[src/rtl/mcu_bus_tx.sv]
// Return-path transmitter: buffers internal response words and presents them to the MCU,
// one word per read strobe. Optional underflow counter: MCU_BUS_TX_UNDERFLOW_COUNTER_EN.
module mcu_bus_tx #(
  parameter int DATA_WIDTH = 8,
  parameter int FIFO_DEPTH = 4
) (
  input  logic                               system_clock,
  input  logic                               system_reset_n,
  input  logic                               bus_clock,
  input  logic                               bus_read_enable,
  input  logic [DATA_WIDTH-1:0]              tx_data,
  input  logic                               tx_valid,
  output logic                               tx_ready,
  input  logic                               tx_flush,
  output logic [$clog2(FIFO_DEPTH+1)-1:0]    tx_level,
  output logic [DATA_WIDTH-1:0]              signal_output,
  output logic                               signal_command_data_output,
  output logic [7:0]                         underflow_count
);

  localparam int PtrW = (FIFO_DEPTH > 1) ? $clog2(FIFO_DEPTH) : 1;
  localparam int LvlW = $clog2(FIFO_DEPTH + 1);

  typedef enum logic {EMPTY, LOADED} state_t;

  logic                  clk_s1_q, clk_s2_q, clk_s3_q;
  logic                  rden_s1_q, rden_s2_q;
  logic                  read_edge;

  logic [DATA_WIDTH-1:0] mem_q [FIFO_DEPTH];
  logic [PtrW-1:0]       wr_ptr_q, rd_ptr_q;
  logic [LvlW-1:0]       count_q;
  logic                  fifo_nempty, push, pop;

  state_t                state_q, state_d;
  logic [DATA_WIDTH-1:0] out_q, out_d;

  // Bring the asynchronous MCU strobe and direction select into the system clock domain.
  always_ff @(posedge system_clock or negedge system_reset_n) begin
    if (!system_reset_n) begin
      clk_s1_q  <= 1'b0;
      clk_s2_q  <= 1'b0;
      clk_s3_q  <= 1'b0;
      rden_s1_q <= 1'b0;
      rden_s2_q <= 1'b0;
    end else begin
      clk_s1_q  <= bus_clock;
      clk_s2_q  <= clk_s1_q;
      clk_s3_q  <= clk_s2_q;
      rden_s1_q <= bus_read_enable;
      rden_s2_q <= rden_s1_q;
    end
  end

  assign read_edge   = clk_s2_q && !clk_s3_q && rden_s2_q;
  assign fifo_nempty = (count_q != '0);
  assign tx_ready    = (count_q != LvlW'(FIFO_DEPTH));
  assign push        = tx_valid && tx_ready && !tx_flush;
  assign tx_level    = count_q;

  always_ff @(posedge system_clock) begin
    if (push) mem_q[wr_ptr_q] <= tx_data;
  end

  always_ff @(posedge system_clock or negedge system_reset_n) begin
    if (!system_reset_n) begin
      wr_ptr_q <= '0;
      rd_ptr_q <= '0;
      count_q  <= '0;
    end else if (tx_flush) begin
      wr_ptr_q <= '0;
      rd_ptr_q <= '0;
      count_q  <= '0;
    end else begin
      if (push) wr_ptr_q <= (wr_ptr_q == PtrW'(FIFO_DEPTH - 1)) ? '0 : wr_ptr_q + PtrW'(1);
      if (pop)  rd_ptr_q <= (rd_ptr_q == PtrW'(FIFO_DEPTH - 1)) ? '0 : rd_ptr_q + PtrW'(1);
      if (push && !pop)      count_q <= count_q + LvlW'(1);
      else if (pop && !push) count_q <= count_q - LvlW'(1);
    end
  end

  always_ff @(posedge system_clock or negedge system_reset_n) begin
    if (!system_reset_n) begin
      state_q <= EMPTY;
      out_q   <= '0;
    end else begin
      state_q <= state_d;
      out_q   <= out_d;
    end
  end

  // The output register is refilled from the FIFO head in the same cycle it is consumed.
  always_comb begin
    state_d                    = state_q;
    out_d                      = out_q;
    pop                        = 1'b0;
    signal_command_data_output = (state_q == LOADED);
    if (tx_flush) begin
      state_d = EMPTY;
      out_d   = '0;
    end else begin
      case (state_q)
        EMPTY: begin
          if (fifo_nempty) begin
            pop     = 1'b1;
            out_d   = mem_q[rd_ptr_q];
            state_d = LOADED;
          end
        end
        LOADED: begin
          if (read_edge) begin
            if (fifo_nempty) begin
              pop   = 1'b1;
              out_d = mem_q[rd_ptr_q];
            end else begin
              out_d   = '0;
              state_d = EMPTY;
            end
          end
        end
        default: begin
          state_d = EMPTY;
          out_d   = '0;
        end
      endcase
    end
  end

  assign signal_output = out_q;

`ifdef MCU_BUS_TX_UNDERFLOW_COUNTER_EN
  logic [7:0] uflow_q;

  always_ff @(posedge system_clock or negedge system_reset_n) begin
    if (!system_reset_n) begin
      uflow_q <= '0;
    end else if (tx_flush) begin
      uflow_q <= '0;
    end else if (state_q == EMPTY && read_edge && uflow_q != 8'hFF) begin
      uflow_q <= uflow_q + 8'd1;
    end
  end

  assign underflow_count = uflow_q;
`else
  assign underflow_count = 8'd0;
`endif

endmodule

[config.mk]
export PLATFORM = sky130hd
export DESIGN_NAME = mcu_bus_tx
export DESIGN_NICKNAME = d
export VERILOG_FILES = /design/src/rtl/mcu_bus_tx.sv
export SDC_FILE = /design/constraint.sdc
export NUM_CORES = 1
export LEC_CHECK = 0
export ABC_AREA = 1
export ABC_CLOCK_PERIOD_IN_PS = 2500
export BUFFER_PORTS_ARGS = -buffer_cell sky130_fd_sc_hd__buf_2
export CORE_ASPECT_RATIO = 2
export CORE_UTILIZATION = 40
export DETAILED_ROUTE_END_ITERATION = 10
export SYNTH_ARGS = -nofsm -noshare
export SYNTH_HDL_FRONTEND = slang
export SYNTH_SLANG_ARGS = --single-unit
[constraint.sdc]
create_clock -name system_clock -period 2.5 [get_ports system_clock]
set_clock_uncertainty 0.2 [all_clocks]
set_input_delay 0.25 -clock system_clock [delete_from_list [all_inputs] [get_ports system_clock]]
set_output_delay 0.25 -clock system_clock [all_outputs]
set_load 0.05 [all_outputs]
* After elaboration in Yosys (flattened, before gate mapping)
Memories as Yosys holds them, arrays and structs flattened.
Cells that the tools add are included.
** Cells by class
- Add/subtract/negate cells :: 4
- Eq/ne operators :: 5
- Multiplexer cells :: 23
- Bitwise gates (word level) :: 1
- Reduce and logical (&&, ||, !) cells :: 15
** Operator list (count)
- 8-bit 2-to-1 mux :: 4
- 8-bit one-hot mux with 2 select lines :: 1
- 2-bit 2-to-1 mux :: 6
- 3-bit 2-to-1 mux :: 3
- 3-bit != test, second input constant :: 3
- 1-bit 2-to-1 mux :: 7
- 1-bit logical AND :: 6
- 3-bit nonzero test :: 2
- 2-bit by 1-bit adder with 2-bit output, second input constant :: 2
- 2-bit equality test, second input constant :: 2
- 1-bit zero test :: 4
- 1-bit one-hot mux with 2 select lines :: 2
- 2-bit nonzero test :: 2
- 3-bit by 1-bit adder with 3-bit output, second input constant :: 1
- 3-bit by 1-bit subtractor with 3-bit output, second input constant :: 1
- 2-bit AND reduction :: 1
- 1-bit inverter :: 1
** Word-level totals
- Register bits after elaboration :: 21
- RAM bits :: 32
- Input bits :: 14
- Output and inout bits :: 21
- Memories :: 1
** Memory list
- mem_q :: depth 4, width 8, read ports 1, clocked after Yosys merged registers in 0, write ports 1, RTL line 30 : logic [DATA_WIDTH-1:0] mem_q [FIFO_DEPTH];

* Longest topological paths before layout
Gate-level depths: netlist (run 1).
- Depth after elaboration :: 10
- Depth in mapped cells :: 11
- Mapped depth without buffers :: 11

* Worst setup path after synthesis (run 1)
Ideal clock, no wire load.
- Kind :: register to register
- Start point :: register count_q[0] (netlist: tx_level[0])
- End point :: register count_q[2] (netlist: tx_level[2])
- Setup time :: 0.119 ns
- Data arrival time :: 2.025 ns
- Setup slack :: 0.156 ns
- Stages on the path, launching flop included :: 12
- Path buffers :: 0
- Period minus slack after synthesis :: 2.344 ns
- Path through :: dfrtp_1 nor2_4 nand2_2 nand2_2 nor2_4 nand2_2 inv_1 fa_1 inv_1 nand3_1 nand3_1 nand2_1
** Between the ends
- Elaborated cells on any way between the ends :: 18
- Classes of those cells :: add/sub: 2; eq/ne: 1; mux: 7; reduce/logical: 8
** RTL lines
- start: declaration :: RTL line 32 : logic [LvlW-1:0] count_q;
- start signal: assignment :: RTL line 77 : if (push && !pop) count_q <= count_q + LvlW'(1);
- start signal: assignment :: RTL line 78 : else if (pop && !push) count_q <= count_q - LvlW'(1);
- 3-bit != test (*) :: RTL line 57 : assign tx_ready = (count_q != LvlW'(FIFO_DEPTH));
- named net tx_ready :: RTL line 13 : output logic tx_ready,
- 1-bit logical AND (*) (2 in a row) :: RTL line 58 : assign push = tx_valid && tx_ready && !tx_flush;
- 1-bit logical AND or 1-bit zero test (tied branches) :: RTL line 77, 78
- 3-bit 2-to-1 mux or 1-bit logical AND (tied branches) :: RTL line 77, 78
- 3-bit 2-to-1 mux or 3-bit nonzero test (tied branches)
The timed path passes the listed nets; every way through them passes the cells marked *. The select of a mux whose other input is x is not followed.
A chain may end at the register's enable or synchronous reset.

* Worst setup path after layout (run 1)
- Start point :: register count_q[0] (netlist: tx_level[0])
- End point :: register count_q[2] (netlist: tx_level[2])
** Between the ends
- Cells in the longest elaborated chain, start to end :: 9
- Elaborated cells on any way between the ends :: 18
- Classes of those cells :: add/sub: 2; eq/ne: 1; mux: 7; reduce/logical: 8
** Ends and longest elaborated chain
- 3-bit nonzero test :: RTL line 56 : assign fifo_nempty = (count_q != '0);
- 1-bit 2-to-1 mux :: RTL line 104, 112
- 1-bit 2-to-1 mux :: RTL line 111 : if (read_edge) begin
- 1-bit one-hot mux with 2 select lines :: RTL line 102 : case (state_q)
- 1-bit 2-to-1 mux :: RTL line 98 : if (tx_flush) begin
- 1-bit zero test :: RTL line 77
- 1-bit logical AND :: RTL line 77
- 3-bit 2-to-1 mux :: RTL line 77
- 3-bit 2-to-1 mux :: RTL line 70 : end else if (tx_flush) begin
Several ways; a longest one is shown, not always the timed one. The select of a mux whose other input is x is not followed.

==> results.json, run 1 <==
{
  "outcome": "completed",
  "path_common_cell": "nand2_2",
  "maxSlewViolCount": 0,
  "syn2layout_area_growth_pct": 18.51,
  "initial_core_util_pct": 41.90,
  "p_per_area_nw_per_um2": 1106,
  "drv_cap": 0,
  "criticalPathCategory": "flip-flop to flip-flop",
  "htree_levels": 2,
  "rrSetupSlack_ns": 0.55,
  "synth_area_sq_um": 2291,
  "async_reset_ff_share_pct": 39.62,
  "crit_slowest_cell": "dfrtp_1",
  "cts_tree": "yes",
  "synth_top_family_by_area": "simple AND/OR/NAND/NOR gates",
  "first_pass_iters": 4,
  "grt_max_degree": 22,
  "setup_viol": 0,
  "slew-limit-headroom_pct": 66.69,
  "synth.avg_cell_area_sq_um": 11.69,
  "synth_fa_ha_area_share_pct": 3.058,
  "synth_compound_area_share_pct": 10.54,
  "ys.flop_type": "edfxtp_1",
  "grt.total_usage_pct": 14.65,
  "path_cells": "nor2_4 -> nand2_2 -> nand2_2 -> nor2_4 -> nand2_2 -> inv_1 -> fa_1 -> inv_1 -> nand3_1 -> nand3_1 -> nand2_1",
  "cp-end-kind": "flip-flop",
  "placed_area_sq_um": 2461,
  "grt_overflow": 0,
  "wl_per_cell_um": 13.27,
  "synthSimpleGateAreaFrac_pct": 14.42,
  "synth_edf_count": 32,
  "rows": 38,
  "postLayoutCoreUtil_pct": 49.66,
  "coreArea_sq_um": 5468,
  "cts_made_buffers": 5,
  "cts_sinks": 53,
  "drt_iter0_drc": 54,
  "regToRegStartpoint": "tx_level[0]",
  "rsz0062_at_grt": "no",
  "worstPathMaxFanout": 6,
  "whs_path_depth": 4,
  "drive_gt1_share_pct": 23.14,
  "period_share_pct": 77.81,
  "portBuffers": 26,
  "post_cts_buffers": 0,
  "cts_resized": 0,
  "gp_congestion": 0.7315,
  "worst_skew_pair.late_latency_ns": 0.30,
  "required_ns": 2.50,
  "leakagePower_nw": 1.150,
  "synth.distinct_cells": 24,
  "hold_end": "wr_ptr_q[1]",
  "clockRootBuffer": "clkbuf_8",
  "vias": 1477,
  "ir_worst_vdd_mv": 0.7006,
  "die_x_um": 55.52,
  "hp-start": "tx_valid",
  "critical_path_arrival_ns": 1.94,
  "setup_tns_ns": 0,
  "synth.ff_latch_count": 53,
  "r2r.worst_path.cells": 11,
  "synth-xor-area-share_pct": 0,
  "hold_violations": 0,
  "die_h_um": 109.0,
  "ys_seq_area_share_pct": 64.88,
  "fin_area_sq_um": 2715,
  "grt_first_pass_wirelength_um": 6624,
  "routed_wl_um": 4007,
  "diodes": 0,
  "muxShareOfSynthArea_pct": 0,
  "postRouteAntennaNets": 0,
  "first_global_vias": 1448,
  "final_nets": 260,
  "grt_antenna_before_repair": 0,
  "die_area_sq_um": 6053,
  "layout_min_cycle_time_ns": 1.945,
  "r2r-end": "tx_level[2]",
  "crit_path_max_incr_delay_ns": 0.42,
  "cts.clk_slew.worst_paths_ns": 0.09,
  "tightest_slew_ns": 0.4990,
  "ios": 35,
  "hold_class": "input pin to flip-flop",
  "ys_warn_count": 0,
  "hold_ws_ns": 0.1181,
  "hpwl_um": 2760,
  "cp-start-kind": "flip-flop",
  "viasPerCell": 4.891,
  "clock_tree.buffer_depth": 2,
  "synth_cells": 196,
  "fmax_mhz": 514.1,
  "drcViolationCount": 0
}
## power breakdown
| part | leakage [nW] | internal, mW | switching, mW | total [mW] |
|---|---|---|---|---|
| sequential | 0.557 | 1.07 | 0.101 | 1.17 |
| combinational | 0.525 | 0.311 | 0.856 | 1.17 |
| clock | 0.0681 | 0.397 | 0.264 | 0.662 |
| total | 1.15 | 1.78 | 1.22 | 3.00 |
## worst max-delay path: cells and delay by family (launching register included)
family / cells / cell delay, ns
flip-flops: 1 / 0.42
AND/OR/NAND/NOR: 8 / 0.72
buffers and inverters: 2 / 0.12
adder cells (fa/ha/maj): 1 / 0.38
## what timing repair did
action | 4_1_cts | 5_1_grt
hold buffers | 12 | 0
setup endpoints to repair | 0 | 0
endpoints found under the hold margin | 56 | 0
## per-layer routing
layer  up-vias  GRT usage, %  share of wire [%]
li1        739             -                  -
met1       697         14.84                 38
met2        35         28.31                 57
met3         6         2.610                3.1
met4         0         6.964                2.0
met5         -             0                  0
## stage by stage
| stage | cells | power, mW | setup slack (ns) |
|---|---|---|---|
| after floorplan | 203 | 2.130 | 0.1560 |
| after global placement | 282 | 2.348 | 0.5921 |
| after detailed placement | 282 | 2.362 | 0.5507 |
| after CTS | 302 | 3.029 | 0.5355 |
| after global routing | 302 | 3.178 | 0.4188 |
| final | 302 | 3.003 | 0.5548 |
## worst max-delay path by stage
stage,start,to,slack [ns],cells past startpoint
after floorplan,tx_level[0],tx_level[2],0.16,11
after global placement,tx_level[0],tx_level[2],0.59,11
after detailed placement,tx_level[0],tx_level[2],0.55,11
after CTS,tx_level[0],tx_level[2],0.54,11
after global routing,tx_level[0],tx_level[2],0.42,11
final,tx_level[0],tx_level[2],0.55,11
## placed cells by master (no fill, tap or decap)
master	netlist	layout
conb_1	1	8
a21oi_4	1	1
a21oi_1	3	3
dfrtp_1	21	21
buf_4	8	5
dlygate4sd3_1	0	12
o21ai_2	2	2
nand3_2	1	1
o22ai_1	9	9
inv_2	1	1
a31oi_1	1	1
nor2_4	2	2
edfxtp_1	32	32
o21ai_1	1	1
fa_1	1	1
nand2_2	6	6
inv_1	15	15
clkbuf_8	0	5
buf_2	1	26
o21ai_0	25	25
bufinv_16	0	2
nand2_1	24	24
clkinv_2	0	1
ha_1	4	4
nand2_4	4	4
nor2_1	20	20
nand3_1	10	10
## area by class of cell
cell class                 instances  area (sq um)
inverter                          16         60.06
clock inverter                     3         65.06
multi-input combinational        122         671.9
fill                             491          2753
timing repair buffer              43         287.8
tap                               60         75.07
sequential                        53          1486
clock buffer                       5         68.82
## registers in the layout, indices dropped and copies added (netlist names)
signal,cells
mem_q,32
signal_output,8
tx_level,3
rd_ptr_q,2
wr_ptr_q,2
clk_s1_q,1
clk_s2_q,1
clk_s3_q,1
rden_s1_q,1
rden_s2_q,1
signal_command_data_output,1
## cells by family after synthesis
family,Yosys count
other,1
buffers and inverters,28
and+or+nand+nor,67
DFF,53
AOI/OAI and AO/OA,42
adders and majority gates,5
## synth_stat cells (2+ instances only)
cell type | n | share of area, %
a21oi_1 | 3 | 0.66
buf_4 | 8 | 2.6
buf_6 | 3 | 1.5
dfrtp_1 | 21 | 23
edfxtp_1 | 32 | 42
ha_1 | 4 | 2.2
inv_1 | 15 | 2.5
nand2_1 | 24 | 3.9
nand2_2 | 6 | 1.6
nand2_4 | 4 | 2.0
nand3_1 | 10 | 2.2
nor2_1 | 20 | 3.3
nor2_4 | 2 | 0.98
o21ai_0 | 25 | 5.5
o21ai_2 | 2 | 0.76
o22ai_1 | 9 | 2.5
Note: power is estimated with default switching activity, not from simulation.
==> run 2: changes to the inputs <==
ABC_AREA = 0   (was 1)
ABC_CLOCK_PERIOD_IN_PS = 1700   (was 2500)
clock period = 1.7 ns   (was 2.5 ns; I/O delays follow)
==> results.json, run 2 <==
{
  "clock_tree.buffer_depth": 2,
  "ys_top_cells_by_count": "edfxtp_1 (32), dfrtp_1 (21), nor2_1 (17)",
  "drt_iter0_drc": 54,
  "wl_per_cell_um": 17.03,
  "initial_core_util_pct": 41.60,
  "layout_common_cells": "edfxtp_1 (32), buf_2 (25), dfrtp_1 (17), nor2_1 (16), buf_4 (16)",
  "setup_viol": 36,
  "cts_made_buffers": 5,
  "grt_first_pass_wirelength_um": 7038,
  "hpwl_um": 3342,
  "crit_buf_inv": 0,
  "grt_overflow": 0,
  "critical_path_arrival_ns": 2.19,
  "synth.avg_cell_area_sq_um": 15.03,
  "ys.flop_type": "edfxtp_1",
  "synth_cells": 150,
  "maxSlewViolCount": 0,
  "drv_cap": 0,
  "grt_antenna_before_repair": 0,
  "portBuffers": 26,
  "placed_cells": 243,
  "path_cells": "or3b_4 -> nand2_4 -> nor3_2 -> fa_2 -> mux2_4 -> o2bb2ai_1 -> nor3_1",
  "gp_congestion": 0.7121,
  "multi_input_area_sq_um": 774.5,
  "cp_top_family": "simple AND/OR/NAND/NOR gates",
  "htree_levels": 2,
  "async_reset_ff_share_pct": 39.62,
  "synth_edf_count": 32,
  "preCtsSetupSlack_ns": -0.4727,
  "r2r.worst_path.cells": 7,
  "crit_path_max_incr_delay_ns": 0.44,
  "ios": 35,
  "crit_slowest_cell": "dfrtp_2",
  "cts_sinks": 53,
  "synth.distinct_cells": 37,
  "endpoint": "tx_level[2]",
  "synth_area_leader_cell": "edfxtp_1",
  "routed_wl_um": 4580,
  "cp.depth": 7,
  "stdcell_count": 269,
  "r2r-end": "tx_level[2]",
  "grt_max_degree": 22,
  "clockRootBuffer": "clkbuf_8",
  "fillCellCount": 478,
  "ys_seq_area_share_pct": 65.93,
  "cts.clk_slew.worst_paths_ns": 0.10,
  "startpoint": "tx_level[0]",
  "vias": 1390,
  "worst_skew_pair.late_latency_ns": 0.31,
  "first_pass_iters": 4,
  "outcome": "finished with violations",
  "rrSetupSlack_ns": -0.46,
  "cts_tree": "yes",
  "first_global_vias": 1451,
  "criticalPathCategory": "flip-flop to flip-flop",
  "die_h_um": 108.2,
  "synthTopCellsByArea": "edfxtp_1 (43%), dfrtp_1 (23%), mux4_2 (8.0%)",
  "max_flop_register": "mem_q",
  "fmax_mhz": 462.7,
  "violations": "negative setup slack",
  "required_ns": 1.73,
  "rows": 38,
  "die_area_sq_um": 5959,
  "hold_violations": 0,
  "coreArea_sq_um": 5420,
  "cp-end-kind": "flip-flop",
  "diodes": 0,
  "syn2layout_area_growth_pct": 28.47,
  "grt.total_usage_pct": 17.33,
  "synth.ff_latch_count": 53,
  "drcViolationCount": 0,
  "worstPathMaxFanout": 3,
  "cp-start-kind": "flip-flop",
  "die_x_um": 55.09,
  "hold_class": "input pin to flip-flop",
  "ff_latch_area_sq_um": 1491,
  "ys_warn_count": 0,
  "regToRegStartpoint": "tx_level[0]",
  "synth_top_area_share_pct": 42.62,
  "final_common_cell": "edfxtp_1",
  "final_nets": 227,
  "period_share_pct": 127.1,
  "synth_area_sq_um": 2255,
  "drive_gt1_share_pct": 44.02,
  "ir_worst_vdd_mv": 1.075,
  "synthMostInstantiatedCell": "edfxtp_1",
  "worst_slack_ns": -0.4611,
  "viasPerCell": 5.167,
  "layout_min_cycle_time_ns": 2.161,
  "p_per_area_nw_per_um2": 1564,
  "leakagePower_nw": 1.169,
  "postLayoutCoreUtil_pct": 53.44,
  "postRouteAntennaNets": 0,
  "rsz0062_at_grt": "yes",
  "largest_reg_flops": 32
}
==> run 2: cell count changes after synthesis, moves of 9 or more <==
cell	previous run	this run
inv_1	15	5
o21ai_0	25	1
nand2_1	24	4
o22ai_1	9	0
nand3_1	10	1
==> run 2: layout make-up <==
cell class | instances | share of cell area (%)
sequential | 53 | 51.49
clock buffer | 5 | 2.376
timing repair buffer | 59 | 15.42
clock inverter | 3 | 0.7343
multi-input combinational | 84 | 26.74
inverter | 5 | 0.6479
tap | 60 | 2.592
==> run 2: kinds of logic (layout without fill, tap and decap cells) <==
kind of cell | Yosys count | count (layout) | share of synthesized area (%)
muxes | 10 | 10 | 8.990
buffers and inverters | 20 | 72 | 5.105
DFF | 53 | 53 | 65.93
and+or+nand+nor | 35 | 35 | 8.101
other | 1 | 8 | 0.1663
xor gates and xnor gates | 5 | 5 | 1.943
adders and majority gates | 5 | 5 | 3.108
AOI/OAI and AO/OA | 21 | 21 | 6.660
==> run 2: stage by stage <==
| stage | TNS, ns | instance area (sq um) | power [mW] | hold WS (ns) |
|---|---|---|---|---|
| after floorplan | -8.712 | 2317 | 3.015 | -0.3256 |
| after global placement | -4.482 | 2542 | 3.461 | -0.05565 |
| after detailed placement | -6.781 | 2542 | 3.527 | -0.04196 |
| after CTS | -6.862 | 2775 | 4.338 | 0.07879 |
| after global routing | -9.256 | 2897 | 4.776 | 0.1179 |
| final | -6.821 | 2897 | 4.530 | 0.1010 |
==> run 2: worst min-delay path by stage <==
| stage | start | to | slack [ns] | cells after the start |
|---|---|---|---|---|
| CTS | tx_flush | wr_ptr_q[1] | 0.08 | 3 |
| floorplan | system_reset_n | clk_s1_q | -0.33 | 0 |
| finish | tx_valid | wr_ptr_q[1] | 0.10 | 4 |
| detailed placement | system_reset_n | wr_ptr_q[1] | -0.04 | 1 |
| global route | tx_valid | wr_ptr_q[1] | 0.12 | 4 |
| global placement | system_reset_n | wr_ptr_q[1] | -0.06 | 1 |
==> run 2: per-layer routing <==
metal / track usage [%] / vias up / part of all wire (%)
met5: 0 / - / 0
met4: 7.857 / 0 / 1.9
met3: 3.376 / 7 / 3.7
met2: 31.33 / 39 / 59
met1: 17.92 / 697 / 35
li1: - / 647 / -
==> run 2: power by group <==
| part | total, mW | switching (mW) | internal [mW] | leakage, nW |
|---|---|---|---|---|
| Sequential | 1.70 | 0.137 | 1.57 | 0.556 |
| Combinational | 2.11 | 1.21 | 0.901 | 0.572 |
| Clock | 0.717 | 0.426 | 0.291 | 0.0407 |
| Total | 4.53 | 1.77 | 2.76 | 1.17 |
==> run 2: worst reg2reg max path, stage by stage (launching register included) <==
cell and delay (ns):
dfrtp_2 0.44, or3b_4 0.43, nand2_4 0.09, nor3_2 0.05
fa_2 0.36, mux2_4 0.26, o2bb2ai_1 0.12, nor3_1 0.14
==> run 2: repair_timing <==
item / 4_1_cts / 5_1_grt
gates resized for setup: 7 / 18
hold buffers: 11 / 0
buffers inserted: 2 / 5
cloned: 0 / 0
pin swaps: 8 / 13
setup endpoints to repair: 43 / 43
endpoints found under the hold margin: 55 / 0
==> run 3: changes to the inputs <==
BUFFER_PORTS_ARGS = -buffer_cell sky130_fd_sc_hd__clkbuf_2   (was -buffer_cell sky130_fd_sc_hd__buf_2)
==> results.json, run 3 (synthesis gave the netlist of run 2 again) <==
{
  "regToRegStartpoint": "tx_level[0]",
  "grt_overflow": 0,
  "ios": 35,
  "p_clk_share_pct": 15.8,
  "cts_tree": "yes",
  "setup_tns_ns": -6.540,
  "gp_congestion": 0.7223,
  "layout_common_cells": "edfxtp_1 (32), clkbuf_2 (25), buf_4 (22), dfrtp_1 (17), nor2_1 (16)",
  "violations": "negative setup slack",
  "hold_class": "input pin to flip-flop",
  "p_sw_share_pct": 39.10,
  "worst_slack_ns": -0.4186,
  "maxSlewViolCount": 0,
  "met2_usage_pct": 31.50,
  "die_h_um": 108.2,
  "p_per_area_nw_per_um2": 1597,
  "first_pass_iters": 4,
  "routed_wl_um": 4420,
  "postRouteAntennaNets": 0,
  "grt.met3_usage_pct": 3.657,
  "period_share_pct": 124.6,
  "max_flop_register": "mem_q",
  "cell_internal_pwr_mw": 2.884,
  "cts.clk_slew.worst_paths_ns": 0.10,
  "ir_worst_vdd_mv": 1.184,
  "final_common_cell": "edfxtp_1",
  "leakagePower_nw": 1.192,
  "portBuffers": 26,
  "drv_cap": 0,
  "cp-start-kind": "flip-flop",
  "preCtsSetupSlack_ns": -0.4477,
  "clock_tree.buffer_depth": 2,
  "syn2layout_area_growth_pct": 31.52,
  "die_x_um": 55.09,
  "grt.busiest_layer": "met2",
  "layout_min_cycle_time_ns": 2.119,
  "slew-limit-headroom_pct": 65.09,
  "hp-start": "tx_valid",
  "rsz0062_at_grt": "yes",
  "power_frac_comb_pct": 48.4,
  "worstPathMaxFanout": 5,
  "seqPwrFrac_pct": 35.8,
  "startpoint": "tx_level[0]",
  "drive_gt1_share_pct": 47.17,
  "largest_reg_flops": 32,
  "cp-end-kind": "flip-flop",
  "initial_core_util_pct": 41.60,
  "drt_iter0_drc": 38,
  "critical_path_arrival_ns": 2.15,
  "grt_use_met1_pct": 17.72,
  "cts_made_buffers": 5,
  "outcome": "finished with violations",
  "clockRootBuffer": "clkbuf_8",
  "p_sw_mw": 1.852,
  "vias": 1396,
  "fin_area_sq_um": 2965,
  "hold_violations": 0,
  "grt_first_pass_wirelength_um": 7196,
  "placed_area_sq_um": 2542,
  "first_global_vias": 1515,
  "htree_levels": 2,
  "grt_antenna_before_repair": 0,
  "hpwl_um": 3154,
  "wl_per_cell_um": 16.25,
  "worst_skew_pair.late_latency_ns": 0.31,
  "diodes": 0,
  "setup_viol": 44,
  "criticalPathCategory": "flip-flop to flip-flop",
  "rows": 38,
  "coreArea_sq_um": 5420,
  "tightest_slew_ns": 0.5236,
  "final_nets": 230,
  "die_area_sq_um": 5959,
  "fmax_mhz": 472.0,
  "drcViolationCount": 0,
  "required_ns": 1.74,
  "cts_sinks": 53,
  "grt.total_usage_pct": 17.33,
  "viasPerCell": 5.132,
  "grt_max_degree": 22
}
## run 3: path summary, 6_finish.rpt
path	to	slack [ns]	cells past startpoint
min in group asynchronous	wr_ptr_q[1]	0.16	2
worst min-delay path	wr_ptr_q[1]	0.12	4
worst max register to register	tx_level[2]	-0.42	7
worst min register to register	rden_s2_q	0.17	0
max in group asynchronous	signal_command_data_output	0.77	2
worst max-delay path	tx_level[2]	-0.42	7
## run 3: area by class of cell
| class | count | area (sq um) |
|---|---|---|
| fillers | 471 | 2455 |
| flip-flops and latches | 53 | 1491 |
| clock buffers | 5 | 68.82 |
| multi-input cells | 84 | 814.5 |
| inverters | 5 | 18.77 |
| well taps | 60 | 75.07 |
| clock inverters | 3 | 28.78 |
| repair buffers | 62 | 467.9 |
## run 3: layer usage
| metal | share of wire, % | up-vias |
|---|---|---|
| met1 | 36 | 704 |
| met5 | 0 | - |
| li1 | - | 652 |
| met2 | 59 | 30 |
| met4 | 2.5 | 0 |
| met3 | 2.9 | 10 |
## run 3: critical path, stage by stage (launching register included)
cell,delay (ns)
dfrtp_2,0.42
or3b_4,0.42
nand2_4,0.08
nor3_4,0.04
fa_2,0.38
mux2_4,0.28
o2bb2ai_2,0.12
nor3_2,0.09
## run 3: stage by stage
| step | total power, mW | hold slack [ns] | std cells | util [%] |
|---|---|---|---|---|
| 2_1_floorplan | 3.015 | -0.3256 | 157 | - |
| 3_3_place_gp | 3.468 | -0.03687 | 243 | 46.91 |
| 3_5_place_dp | 3.525 | -0.02800 | 243 | 46.91 |
| 4_1_cts | 4.673 | 0.1093 | 269 | 53.83 |
| 5_1_grt | 4.997 | 0.1450 | 272 | 54.71 |
| 6_report | 4.735 | 0.1248 | 272 | 54.71 |
## run 3: what timing repair did
| item | in CTS | in global routing |
|---|---|---|
| cloned | 0 | 0 |
| setup endpoints to repair | 43 | 45 |
| hold endpoints to repair | 55 | 0 |
| pin swaps | 10 | 5 |
| buffers inserted | 8 | 4 |
| gates resized for setup | 24 | 5 |
| hold buffers | 11 | 0 |
## run 3: power groups by stage
stage | combinational (mW) | sequential (mW) | clock, mW
floorplan | 0.935 | 2.08 | 0
global placement | 1.76 | 1.71 | 0
detailed placement | 1.80 | 1.72 | 0
CTS | 2.21 | 1.70 | 0.767
global route | 2.46 | 1.72 | 0.814
finish | 2.29 | 1.70 | 0.748
